File: src/rtl/uart_tx_cfg_if.sv
// Handshake/data bundle between a word source and the configurable UART transmitter.
// The source drives the trigger and word; the transmitter returns line and status.
interface uart_tx_cfg_if #(
  parameter int DATA_BITS = 8
);
  logic                 tx_trig;
  logic [DATA_BITS-1:0] uart_tx;
  logic                 rs232_tx;
  logic                 tx_busy;
  logic                 tx_done;

  modport master (
    output tx_trig,
    output uart_tx,
    input  rs232_tx,
    input  tx_busy,
    input  tx_done
  );

  modport slave (
    input  tx_trig,
    input  uart_tx,
    output rs232_tx,
    output tx_busy,
    output tx_done
  );
endinterface

File: src/rtl/uart_tx_cfg.sv
// Configurable UART transmitter: start, DATA_BITS LSB-first, optional parity, STOP_BITS stops.
// Parity bit is compiled in only when the macro UART_TX_PARITY_EN is defined.
module uart_tx_cfg #(
  parameter int BAUD_DIV   = 5208,
  parameter int DATA_BITS  = 8,
  parameter int STOP_BITS  = 1,
  parameter int PARITY_ODD = 0
) (
  input  logic         sclk,
  input  logic         s_rst_n,
  uart_tx_cfg_if.slave bus
);

  localparam int CNT_W = $clog2(BAUD_DIV);
  localparam int BIT_W = $clog2(DATA_BITS);
  localparam logic [CNT_W-1:0] BAUD_LAST = CNT_W'(BAUD_DIV - 1);
  localparam logic [BIT_W-1:0] DATA_LAST = BIT_W'(DATA_BITS - 1);
  localparam logic [BIT_W-1:0] STOP_LAST = BIT_W'(STOP_BITS - 1);

  if (BAUD_DIV < 2 || DATA_BITS < 5 || DATA_BITS > 9 ||
      (STOP_BITS != 1 && STOP_BITS != 2) ||
      (PARITY_ODD != 0 && PARITY_ODD != 1)) begin : g_bad_cfg
    $error("uart_tx_cfg: illegal parameter set");
  end

  typedef enum logic [2:0] {
    S_IDLE,
    S_START,
    S_DATA,
`ifdef UART_TX_PARITY_EN
    S_PARITY,
`endif
    S_STOP
  } state_t;

  state_t               state, state_d;
  logic [CNT_W-1:0]     baud_cnt, baud_cnt_d;
  logic [BIT_W-1:0]     bit_cnt, bit_cnt_d;
  logic [DATA_BITS-1:0] shift, shift_d;
  logic                 line_q, line_d;
  logic                 busy_q, busy_d;
  logic                 done_q, done_d;
  logic                 bit_end;
  logic                 accept;

`ifdef UART_TX_PARITY_EN
  logic par_q, par_d;

  function automatic logic parity_bit(input logic [DATA_BITS-1:0] d);
    return (^d) ^ 1'(PARITY_ODD);
  endfunction
`endif

  assign bit_end = (baud_cnt == BAUD_LAST);
  // busy is low exactly while in IDLE, so a trigger seen in IDLE is an accepted one
  assign accept  = (state == S_IDLE) && bus.tx_trig;

  always_ff @(posedge sclk or negedge s_rst_n) begin
    if (!s_rst_n) state <= S_IDLE;
    else          state <= state_d;
  end

  always_comb begin
    state_d = state;
    case (state)
      S_IDLE:   if (bus.tx_trig) state_d = S_START;
      S_START:  if (bit_end) state_d = S_DATA;
      S_DATA:
        if (bit_end && bit_cnt == DATA_LAST) begin
`ifdef UART_TX_PARITY_EN
          state_d = S_PARITY;
`else
          state_d = S_STOP;
`endif
        end
`ifdef UART_TX_PARITY_EN
      S_PARITY: if (bit_end) state_d = S_STOP;
`endif
      S_STOP:   if (bit_end && bit_cnt == STOP_LAST) state_d = S_IDLE;
      default:  state_d = S_IDLE;
    endcase
  end

  // Outputs are computed from the next state so the registered line leads nothing
  always_comb begin
    baud_cnt_d = (state == S_IDLE || bit_end) ? '0 : baud_cnt + 1'b1;
    bit_cnt_d  = bit_cnt;
    if (state_d != state)     bit_cnt_d = '0;
    else if (bit_end)         bit_cnt_d = bit_cnt + 1'b1;
    shift_d = shift;
    if (accept)                          shift_d = bus.uart_tx;
    else if (state == S_DATA && bit_end) shift_d = shift >> 1;
`ifdef UART_TX_PARITY_EN
    par_d = accept ? parity_bit(bus.uart_tx) : par_q;
`endif
    busy_d = (state_d != S_IDLE);
    done_d = (state == S_STOP) && (state_d == S_IDLE);
    case (state_d)
      S_START:  line_d = 1'b0;
      S_DATA:   line_d = shift_d[0];
`ifdef UART_TX_PARITY_EN
      S_PARITY: line_d = par_q;
`endif
      default:  line_d = 1'b1;
    endcase
  end

  always_ff @(posedge sclk or negedge s_rst_n) begin
    if (!s_rst_n) begin
      baud_cnt <= '0;
      bit_cnt  <= '0;
      shift    <= '0;
      line_q   <= 1'b1;
      busy_q   <= 1'b0;
      done_q   <= 1'b0;
`ifdef UART_TX_PARITY_EN
      par_q    <= 1'b0;
`endif
    end else begin
      baud_cnt <= baud_cnt_d;
      bit_cnt  <= bit_cnt_d;
      shift    <= shift_d;
      line_q   <= line_d;
      busy_q   <= busy_d;
      done_q   <= done_d;
`ifdef UART_TX_PARITY_EN
      par_q    <= par_d;
`endif
    end
  end

  assign bus.rs232_tx = line_q;
  assign bus.tx_busy  = busy_q;
  assign bus.tx_done  = done_q;

endmodule

File: src/flat_wrapper.sv
// flat-port wrapper written by rule: the top's interface ports become plain ports
module uart_tx_cfg_flat 
#(
  parameter int BAUD_DIV   = 5208,
  parameter int DATA_BITS  = 8,
  parameter int STOP_BITS  = 1,
  parameter int PARITY_ODD = 0
)
  (sclk, s_rst_n, bus_tx_trig, bus_uart_tx, bus_rs232_tx, bus_tx_busy, bus_tx_done);
  uart_tx_cfg_if #(.DATA_BITS(DATA_BITS)) bus_i ();
  input  logic sclk;
  input  logic s_rst_n;
  input wire logic [$bits(bus_i.tx_trig)-1:0] bus_tx_trig;
  input wire logic [$bits(bus_i.uart_tx)-1:0] bus_uart_tx;
  output wire logic [$bits(bus_i.rs232_tx)-1:0] bus_rs232_tx;
  output wire logic [$bits(bus_i.tx_busy)-1:0] bus_tx_busy;
  output wire logic [$bits(bus_i.tx_done)-1:0] bus_tx_done;
  assign bus_i.tx_trig = bus_tx_trig;
  assign bus_i.uart_tx = bus_uart_tx;
  assign bus_rs232_tx = bus_i.rs232_tx;
  assign bus_tx_busy = bus_i.tx_busy;
  assign bus_tx_done = bus_i.tx_done;
  uart_tx_cfg #(.BAUD_DIV(BAUD_DIV), .DATA_BITS(DATA_BITS), .STOP_BITS(STOP_BITS), .PARITY_ODD(PARITY_ODD)) u_core (.sclk(sclk), .s_rst_n(s_rst_n), .bus(bus_i));
endmodule
File: config.mk
export PLATFORM = sky130hd
export DESIGN_NAME = uart_tx_cfg_flat
export DESIGN_NICKNAME = d
export VERILOG_FILES = /design/src/rtl/uart_tx_cfg_if.sv /design/src/rtl/uart_tx_cfg.sv /design/src/flat_wrapper.sv
export SDC_FILE = /design/constraint.sdc
export NUM_CORES = 1
export LEC_CHECK = 0
export BUFFER_PORTS_ARGS = -buffer_cell sky130_fd_sc_hd__clkbuf_2
export CAP_MARGIN = 20
export CORE_UTILIZATION = 57
export CTS_CLUSTER_DIAMETER = 120
export CTS_CLUSTER_SIZE = 8
export DETAILED_ROUTE_END_ITERATION = 8
export PLACE_DENSITY = 0.81
export SLEW_MARGIN = 20
export SYNTH_ARGS = -nofsm -noshare
export SYNTH_HDL_FRONTEND = slang
export SYNTH_SLANG_ARGS = --single-unit
File: constraint.sdc
create_clock -name sclk -period 2.5 [get_ports sclk]
set_input_delay 0.25 -clock sclk [delete_from_list [all_inputs] [get_ports sclk]]
set_output_delay 0.25 -clock sclk [all_outputs]
set_load 0.03 [all_outputs]
==> results of run 1 <==
layout make-up:
cell class | instances | share of cell area
Tap cell | 28 | 0.0218
Inverter | 6 | 0.0140
Multi-Input combinational cell | 102 | 0.409
Clock buffer | 7 | 0.0280
Sequential cell | 30 | 0.467
Timing Repair Buffer | 17 | 0.0606
Yosys cell counts:
library cell,instances
dfrtp_1,29
nor2_1,22
nand2_1,13
mux2i_1,9
o21ai_0,7
inv_1,6
xnor2_1,6
xor2_1,6
nand3_1,5
clkbuf_1,4
ha_1,4
o211ai_1,4
and3_1,3
nand2b_1,2
nand3b_1,2
nor3_1,2
o31ai_1,2
or3_1,2
a221o_1,1
a22oi_1,1
and2_1,1
and4_1,1
buf_2,1
buf_6,1
conb_1,1
dfstp_2,1
nand4_1,1
nand4b_1,1
nand4bb_1,1
nor4_1,1
o21a_1,1
or2_2,1
or3b_2,1
or4b_1,1
path summary, 6_finish.rpt:
check | start | endpoint | slack [ns] | cells after the start
setup / recovery | u_core.baud_cnt[9] | u_core.bus.rs232_tx | 0.29 | 5
hold / removal | bus_uart_tx[7] | u_core.shift[7] | 0.14 | 3
setup reg to reg | u_core.baud_cnt[9] | u_core.bus.rs232_tx | 0.29 | 5
hold reg to reg | u_core.baud_cnt[0] | u_core.baud_cnt[0] | 0.51 | 1
max in group asynchronous | s_rst_n | u_core.shift[2] | 1.54 | 2
min in group asynchronous | s_rst_n | u_core.shift[0] | 0.50 | 2
what timing repair did:
action / CTS / global route
setup buffers: 0 / 0
hold buffers: 1 / 0
hold endpoints to repair: 29 / 0
through the flow:
stage	util	area (sq um)	cells	hold WS [ns]	setup slack [ns]
CTS	0.695	1610	190	0.125	0.288
finish	0.695	1610	190	0.143	0.295
floorplan	-	1460	144	-0.0456	0.295
global placement	0.671	1560	182	0.329	0.347
detailed placement	0.671	1560	182	0.331	0.299
global route	0.695	1610	190	0.139	0.142
power breakdown:
group / total [W] / internal, W / switching (W) / leakage, nW
logic: 0.0000951 / 0.0000424 / 0.0000527 / 0.318
registers: 0.000562 / 0.000528 / 0.0000339 / 0.393
clock network: 0.000251 / 0.000106 / 0.000145 / 0.0254
total: 0.000908 / 0.000676 / 0.000232 / 0.737
per-layer routing:
metal / part of all wire / vias up / GRT usage
met2: 0.47 / 17 / 0.331
li1: - / 520 / -
met5: 0 / - / 0
met1: 0.46 / 497 / 0.250
met4: 0.018 / 0 / 0.101
met3: 0.044 / 6 / 0.0783
flip-flops by register name (all words and copies together) (netlist names):
register             cells
u_core.baud_cnt         13
u_core.shift             8
u_core.bit_cnt           3
u_core.state             3
u_core.bus.rs232_tx      1
u_core.bus.tx_busy       1
u_core.bus.tx_done       1
kinds of logic (layout without fill, tap and decap cells):
family                     after synthesis  in the layout
muxes                                    9              9
xor gates and xnor gates                12             12
other                                    1              1
adders and majority gates                4              4
buffers and inverters                   12             30
AOI/OAI and AO/OA                       16             16
and+or+nand+nor                         60             60
DFF                                     30             30
worst max-delay path: stages (launching register included):
cell and delay (ns):
dfrtp_1 0.44, or4b_1 0.56, or3_1 0.37, or3_1 0.32, a221o_1 0.30, o21a_1 0.17
==> metrics, run 1 <==
outcome=finished clean; total CTS buffers=5; adder-cell share of the synthesized area=0.0343; antenna violations before repair=0; Clock transition at path regs=0.09 ns; HPWL after DPL=1.70 mm; startpoint types=flop; Die W=52.6 um; Slew Viols, Final=0; antenna viol nets, final=0; die extent in y=between 50 and 60 um; Setup Crit Path Kind=reg2reg; Area contributors post-synth=dfrtp_1 50%, mux2i_1 6.2%, nor2_1 5.7%, xnor2_1 3.6%, xor2_1 3.6%; PwrDens=564 nW/um^2; Longest Clk Path Bufs=2; RSZ-0062 raised after global routing=no; LEAKAGE=0.737 nW; Antenna Cells=0; core area=2320 sq um; post-cts sizing count=0; Slew headroom=0.532; via count=~1.0k; WL/cell=12.4 um; commonest non-fill, non-tap cells in the layout=29 x dfrtp_1, 22 x nor2_1, 13 x nand2_1, 13 x clkbuf_2, 9 x mux2i_1; share of the synthesized area in the top cell type=0.498; final setup vio count=0; WP data required=approximately 2.8 ns; die area=2760 sq um; FF+latch count, synth=30; average vias per placed instance=between 5 and 6; DRC Markers=0; TNS Setup=0 ns; register area share after synthesis=0.516; H-tree lvl count=2; measured slew at the worst slew-check pin=0.702 ns; commonest non-fill, non-tap cell in the layout=dfrtp_1; grt total ovfl=0; first-pass GRT wire length=4.02 mm; crit end category=flop; RD Place Congestion=0.754; Final Power=0.000908 W; Area growth syn-to-layout=10.5%; Rows=17; Synth area leader=dfrtp_1; syn nets=159; PortBufs=13; xor/xnor share of the synthesized area=0.0721; Seq. cell area=752 sq um; Hold Vio Cnt, Final=0; drt first pass iters=4; area of the multi-input gates=~660 sq um; number of global-route vias before repair=964; # fillers=176; compound-cell area share of the yosys netlist=0.0721; Distinct cells, synth=34; Peak supply drop=0.000431 V; synthesis warning total=0; Root Driver=clkbuf_4; share of layout cells above drive strength 1=0.154; initial core utilization=0.629; TritonCTS clock tree=yes; DR iter-0 viols=14; post-layout min period=2.21 ns; CP Data Arrival Time=2.47 ns; nets=177; Tot GR Track Use=0.210; period utilization=0.882; Max Freq=around 450 MHz; synthesized netlist cell count=144; I/O pins=14; post-synthesis mux area share=0.0618; critical path peak fanout=5; largest net degree at the start of global routing=31; # clock sinks=30; largest family of logic cells by synthesized area=simple AND/OR/NAND/NOR gates; Max Clock Skew=about 0.012 ns; HP Class=in2reg; clk_lat worst skew=0.32 ns; Total Wirelength=around 2.4 mm; max-cap violation count=0; syn_area_per_cell=~10 sq um; synthesized area=1460 sq um; Synth Area in Simple Gates=0.204
Note: power is estimated with default switching activity, not from simulation.
==> run 2: changes to the inputs <==
- ABC_AREA: default -> 1
- CORE_UTILIZATION: 57 -> 58
- CTS_BUF_LIST: default -> sky130_fd_sc_hd__clkbuf_4 sky130_fd_sc_hd__clkbuf_8
- PLACE_DENSITY: 0.81 -> 0.82
==> run 2 against run 1 <==
Effect of this change:
- critical path depth is 3 higher
- area after synthesis is 7.8% higher
- cell count is 26% higher
- sequential cell count stayed put
- first-iteration DRC count is 110% higher
- via count is 20% higher
- combinational power is 57% higher
- final area is 8.5% higher
- die area is 5.7% higher
- wire length is 28% higher
- setup slack better by 0.54 ns
- clock power is 26% higher
- critical path type unchanged
==> metrics, run 2 <==
outcome=finished clean; Max Clock Skew=0.00561 ns (-0.00642 ns); measured slew at the worst slew-check pin=0.723 ns (+0.0214 ns); biggest regs=u_core.baud_cnt: 13 flops, u_core.shift: 8 flops; WL/cell=12.6 um (+1.4%); fin util=0.693 (-0.00159); FF+latch count, synth=30 (unchanged); hold_sp=bus_uart_tx[7]; # hold bufs at CTS=1 (unchanged); Total Wirelength=3.02 mm (+28%); RD Place Congestion=0.778 (+3.1%); synthesized netlist cell count=188 (+31%); Max Freq=600 MHz (+32%); FF-to-FF path depth=8 (+3); Post-synth EDFFs=0 (unchanged); I/O pins=14 (unchanged); PwrDens=584 nW/um^2 (+3.6%); Synth area leader=dfrtp_1; Die W=54.1 um (+2.8%); Root Driver=clkbuf_4; final std cells w/o fill=240 (+26%); H-tree lvl count=2 (unchanged); hold path depth=3 (unchanged); nets=224 (+27%); placed insts=231 (+27%); TritonCTS clock tree=yes; worst hold path endpoint=u_core.shift[7]; die extent in y=54.1 um (+2.8%); Slew headroom=0.518 (-0.0142); WP data required=2.70 ns (-0.06 ns); pre-CTS setup slack=0.838 ns (+0.540 ns); Synth Flop Type=dfrtp_1; Tot GR Track Use=0.245 (+0.0350); DRC Markers=0 (unchanged); HPWL after DPL=2.28 mm (+34%); drt first pass iters=4 (unchanged); RSZ-0062 raised after global routing=no; Hold Vio Cnt, Final=0 (unchanged); commonest non-fill, non-tap cell in the layout=nand2_1; Slew Viols, Final=0 (unchanged); Clock transition at path regs=0.09 ns (about the same); Area contributors post-synth=dfrtp_1 46%, nand2_1 9.1%, inv_1 7.2%, nor2_1 4.8%, o221ai_1 3.3%; worst reg2reg endpoint=u_core.shift[1]; register area share after synthesis=0.479 (-0.0374); core area=2520 sq um (+8.8%); Post-synth ARST share=1.00 (unchanged); syn_area_per_cell=8.36 sq um (-17%); Setup Crit Path Kind=reg2reg; commonest non-fill, non-tap cells in the layout=38 x nand2_1, 30 x inv_1, 29 x dfrtp_1, 20 x nor2_1, 13 x clkbuf_2; # clock sinks=30 (unchanged); share of the synthesized area in the top cell type=0.462 (-0.0361); Distinct cells, synth=26 (-24%); Biggest register=u_core.baud_cnt; grt total ovfl=0 (unchanged); worst flop-to-flop path startpoint=u_core.baud_cnt[0]; clk_lat worst skew=0.34 ns (+0.02 ns); post-cts sizing count=0 (unchanged); Area growth syn-to-layout=11.2%; synthesized area=1570 sq um (+7.8%); CP Data Arrival Time=1.87 ns (-0.60 ns); share of layout cells above drive strength 1=0.229 (+0.0743); final setup vio count=0 (unchanged); first-pass GRT wire length=4.82 mm (+20%); Longest Clk Path Bufs=2 (unchanged); die area=2920 sq um (+5.7%); area of the multi-input gates=681 sq um (+3.4%); Seq. cell area=752 sq um (unchanged); synthesis warning total=0 (unchanged); HP Class=in2reg; antenna violations before repair=0 (unchanged); largest net degree at the start of global routing=31 (unchanged); synth cell count leaders=38 x nand2_1, 30 x inv_1, 29 x dfrtp_1, 20 x nor2_1, 9 x nand3_1; Peak supply drop=0.000513 V (+19%); post-CTS setup buffer count=0 (unchanged); DR iter-0 viols=29 (+15); crit end category=flop; max-cap violation count=0 (unchanged); period utilization=0.667 (-0.215); syn nets=203 (+28%); flop-to-flop setup slack=0.83 ns (+0.54 ns); initial core utilization=0.623 (-0.00569); startpoint types=flop; average vias per placed instance=5.21 (-4.8%); most frequent cell after synthesis=nand2_1; post-layout min period=1.67 ns (-0.539 ns); critical path peak fanout=8 (+3); antenna viol nets, final=0 (unchanged); total CTS buffers=5 (unchanged); max FFs per register=13 (unchanged); number of global-route vias before repair=1144 (+19%); LEAKAGE=0.894 nW (+21%); # fillers=208 (+18%); Rows=18 (+1); Antenna Cells=0 (unchanged); PortBufs=13 (unchanged); TNS Setup=0 ns (unchanged); via count=1251 (+20%); final worst setup slack=0.833 ns (+0.539 ns)
[run 2: cell type report]
class,instances,area share
flip-flops and latches,30,0.430
multi-input cells,121,0.389
inverters,37,0.0795
repair buffers,14,0.0429
clock buffers,7,0.0336
well taps,30,0.0215
clock inverters,1,0.00286
[run 2: metrics by stage]
step	cell area (sq um)	hold slack, ns	power (W)
3_3_place_gp	1670	0.324	0.000705
3_5_place_dp	1670	0.344	0.000715
6_report	1750	0.123	0.00102
5_1_grt	1750	0.120	0.00107
4_1_cts	1750	0.117	0.00103
2_1_floorplan	1570	-0.0456	0.000667
[run 2: power by group]
group / leakage (nW) / total, W / switching, W / internal (W)
combinational: 0.461 / 0.000149 / 0.0000958 / 0.0000533
sequential: 0.394 / 0.000557 / 0.0000228 / 0.000534
clock: 0.0387 / 0.000316 / 0.000169 / 0.000147
[run 2: cell families (layout without fill, tap and decap cells)]
logic type      Yosys count  in the layout  synth area share
fa+ha+maj                 4              4            0.0318
buf+inv                  37             59            0.0884
simple gates             98             98             0.313
other cells               1              1           0.00239
compound gates           15             15            0.0693
flops                    30             30             0.479
xor+xnor                  3              3            0.0167
[run 2: metal layers]
metal  vias up  GRT usage  routed length [um]
li1        633          -                   -
met1       583      0.273                1350
met2        26      0.416                1470
met3         9     0.0932                 128
met4         0      0.103                  70
met5         -          0                   0
[run 2: worst max-delay path: stages, from the launching register on]
cell	delay [ns]
dfrtp_1	0.38
ha_1	0.17
nand2_1	0.09
nor2_1	0.19
nand3_4	0.16
inv_2	0.14
nand2_4	0.09
nand2_1	0.19
o221ai_1	0.14
[run 2: worst max path at each step]
stage,from,to,slack (ns)
final,u_core.baud_cnt[0],u_core.shift[1],0.83
after global routing,u_core.state[0],u_core.shift[1],0.68
after CTS,u_core.baud_cnt[0],u_core.shift[6],0.82
after detailed placement,u_core.baud_cnt[0],u_core.shift[6],0.84
after global placement,u_core.baud_cnt[0],u_core.bit_cnt[0],0.92
after floorplan,u_core.baud_cnt[0],u_core.bit_cnt[0],1.01
==> run 3: changes to the inputs <==
- clock period: 2.5 -> 1.7 ns (I/O delays scaled with it)
==> run 3 against run 2 <==
Effect of this change:
- maximum frequency up 2.3%
- sequential cell count unchanged
- final area up 3.5%
- cell count up 2.1%
- combinational power up 63%
- register-to-register slack worse by 0.76 ns
- sequential power up 48%
- non-clock buffer count up 6
- global-route usage up 0.56 points
- power up 45%
- clock power up 32%
- critical endpoint is now u_core.bit_cnt[0]
- largest cell class unchanged
==> metrics, run 3 (synthesized netlist as in run 2, its figures left out) <==
DRC Markers=0 (unchanged); worst reg2reg endpoint=u_core.bit_cnt[0]; placed insts=233 (+0.87%); RSZ-0062 raised after global routing=yes; max-cap violation count=0 (unchanged); largest net degree at the start of global routing=31 (unchanged); PwrDens=818 nW/um^2 (+40%); antenna violations before repair=0 (unchanged); Peak supply drop=0.000614 V (+20%); commonest non-fill, non-tap cells in the layout=36 x nand2_1, 30 x inv_1, 29 x dfrtp_1, 16 x nor2_1, 13 x clkbuf_2; Die W=54.1 um (unchanged); share of layout cells above drive strength 1=0.284 (+0.0551); worst hold path endpoint=u_core.shift[7]; HP Class=in2reg; hold_sp=bus_uart_tx[7]; RD Place Congestion=0.770 (-1.1%); number of global-route vias before repair=1200 (+4.9%); critical path peak fanout=6 (-2); # clock sinks=30 (unchanged); biggest regs=u_core.baud_cnt: 13 flops, u_core.shift: 8 flops; final worst setup slack=0.0711 ns (-0.762 ns); PortBufs=13 (unchanged); H-tree lvl count=2 (unchanged); Biggest register=u_core.baud_cnt; Max Freq=614 MHz (+2.3%); via count=1308 (+4.6%); max FFs per register=13 (unchanged); Total Wirelength=3.24 mm (+7.3%); crit end category=flop; average vias per placed instance=5.34 (+2.4%); TritonCTS clock tree=yes; Max Clock Skew=0.00430 ns (-0.00131 ns); die area=2920 sq um (unchanged); antenna viol nets, final=0 (unchanged); Tot GR Track Use=0.250 (+0.00563); pre-CTS setup slack=0.0558 ns (-0.782 ns); Slew headroom=0.526 (+0.00807); Setup Crit Path Kind=reg2reg; WL/cell=13.2 um (+5.1%); CP Data Arrival Time=1.84 ns (-0.03 ns); Hold Vio Cnt, Final=0 (unchanged); HPWL after DPL=2.37 mm (+4.0%); Longest Clk Path Bufs=2 (unchanged); LEAKAGE=0.917 nW (+2.7%); commonest non-fill, non-tap cell in the layout=nand2_1; total CTS buffers=5 (unchanged); Antenna Cells=0 (unchanged); outcome=finished clean; final std cells w/o fill=245 (+2.1%); DR iter-0 viols=25 (-14%); TNS Setup=0 ns (unchanged); Clock transition at path regs=0.09 ns (about the same); I/O pins=14 (unchanged); period utilization=0.958 (+0.292); final setup vio count=0 (unchanged); nets=230 (+2.7%); measured slew at the worst slew-check pin=0.711 ns (-0.0121 ns); Area growth syn-to-layout=15.1%; Slew Viols, Final=0 (unchanged); clk_lat worst skew=0.32 ns (-0.02 ns); grt total ovfl=0 (unchanged); flop-to-flop setup slack=0.07 ns (-0.76 ns); first-pass GRT wire length=4.96 mm (+3.0%); initial core utilization=0.623 (unchanged); post-layout min period=1.63 ns (-0.0377 ns); drt first pass iters=4 (unchanged); die extent in y=54.1 um (unchanged); FF-to-FF path depth=10 (+2); hold path depth=3 (unchanged); worst flop-to-flop path startpoint=u_core.baud_cnt[8]; Rows=18 (unchanged); Root Driver=clkbuf_4; fin util=0.717 (+0.0243); WP data required=1.91 ns (-0.79 ns); startpoint types=flop; core area=2520 sq um (unchanged)
-- run 3: area by class of cell --
cell class	count	area [sq um]
repair buffers	20	120
multi-input cells	121	708
flip-flops and latches	30	752
inverters	37	139
fillers	207	713
clock buffers	7	52.6
well taps	30	37.5
-- run 3: critical path, cell delays in order (launching register included) --
cell     delay, ns
dfrtp_1       0.45
inv_1         0.08
nand2_1       0.08
nor2_4        0.15
nand3_4       0.15
a21oi_4       0.24
nand3_4       0.10
nand2_1       0.08
nand2_1       0.06
nand2_2       0.09
nor2_2        0.04
-- run 3: repair_timing --
| item | in CTS | in global routing |
|---|---|---|
| resized for setup | 0 | 9 |
| hold buffers | 1 | 0 |
| setup buffers | 0 | 4 |
| hold endpoints to repair | 29 | 0 |
| endpoints found under the setup margin | 0 | 14 |
-- run 3: metrics by stage --
step,power [W],area (sq um),hold slack [ns]
floorplan,0.000981,1570,-0.126
global placement,0.00104,1690,0.244
detailed placement,0.00106,1690,0.253
CTS,0.00147,1750,0.0457
global route,0.00157,1810,0.0408
finish,0.00148,1810,0.0532
-- run 3: how the worst max path moves through the flow --
stage / startpoint / depth (start not counted) / to / slack [ns]
final: u_core.baud_cnt[8] / 10 / u_core.bit_cnt[0] / 0.07
after global routing: u_core.baud_cnt[8] / 10 / u_core.bit_cnt[0] / -0.05
after CTS: u_core.baud_cnt[0] / 8 / u_core.shift[5] / 0.04
after detailed placement: u_core.baud_cnt[0] / 8 / u_core.shift[5] / 0.06
after global placement: u_core.baud_cnt[0] / 10 / u_core.bit_cnt[0] / 0.12
after floorplan: u_core.baud_cnt[0] / 10 / u_core.bit_cnt[0] / 0.21
-- run 3: layer usage --
| metal | vias to the layer above | wire length [um] | global-route usage |
|---|---|---|---|
| met4 | 0 | 72 | 0.120 |
| met3 | 7 | 136 | 0.0847 |
| met1 | 626 | 1300 | 0.268 |
| li1 | 644 | - | - |
| met2 | 31 | 1740 | 0.438 |
| met5 | - | 0 | 0 |
-- run 3: power breakdown --
part           internal [W]  switching, W
sequential         0.000785     0.0000368
clock              0.000188      0.000228
combinational     0.0000953      0.000148
total               0.00107      0.000413
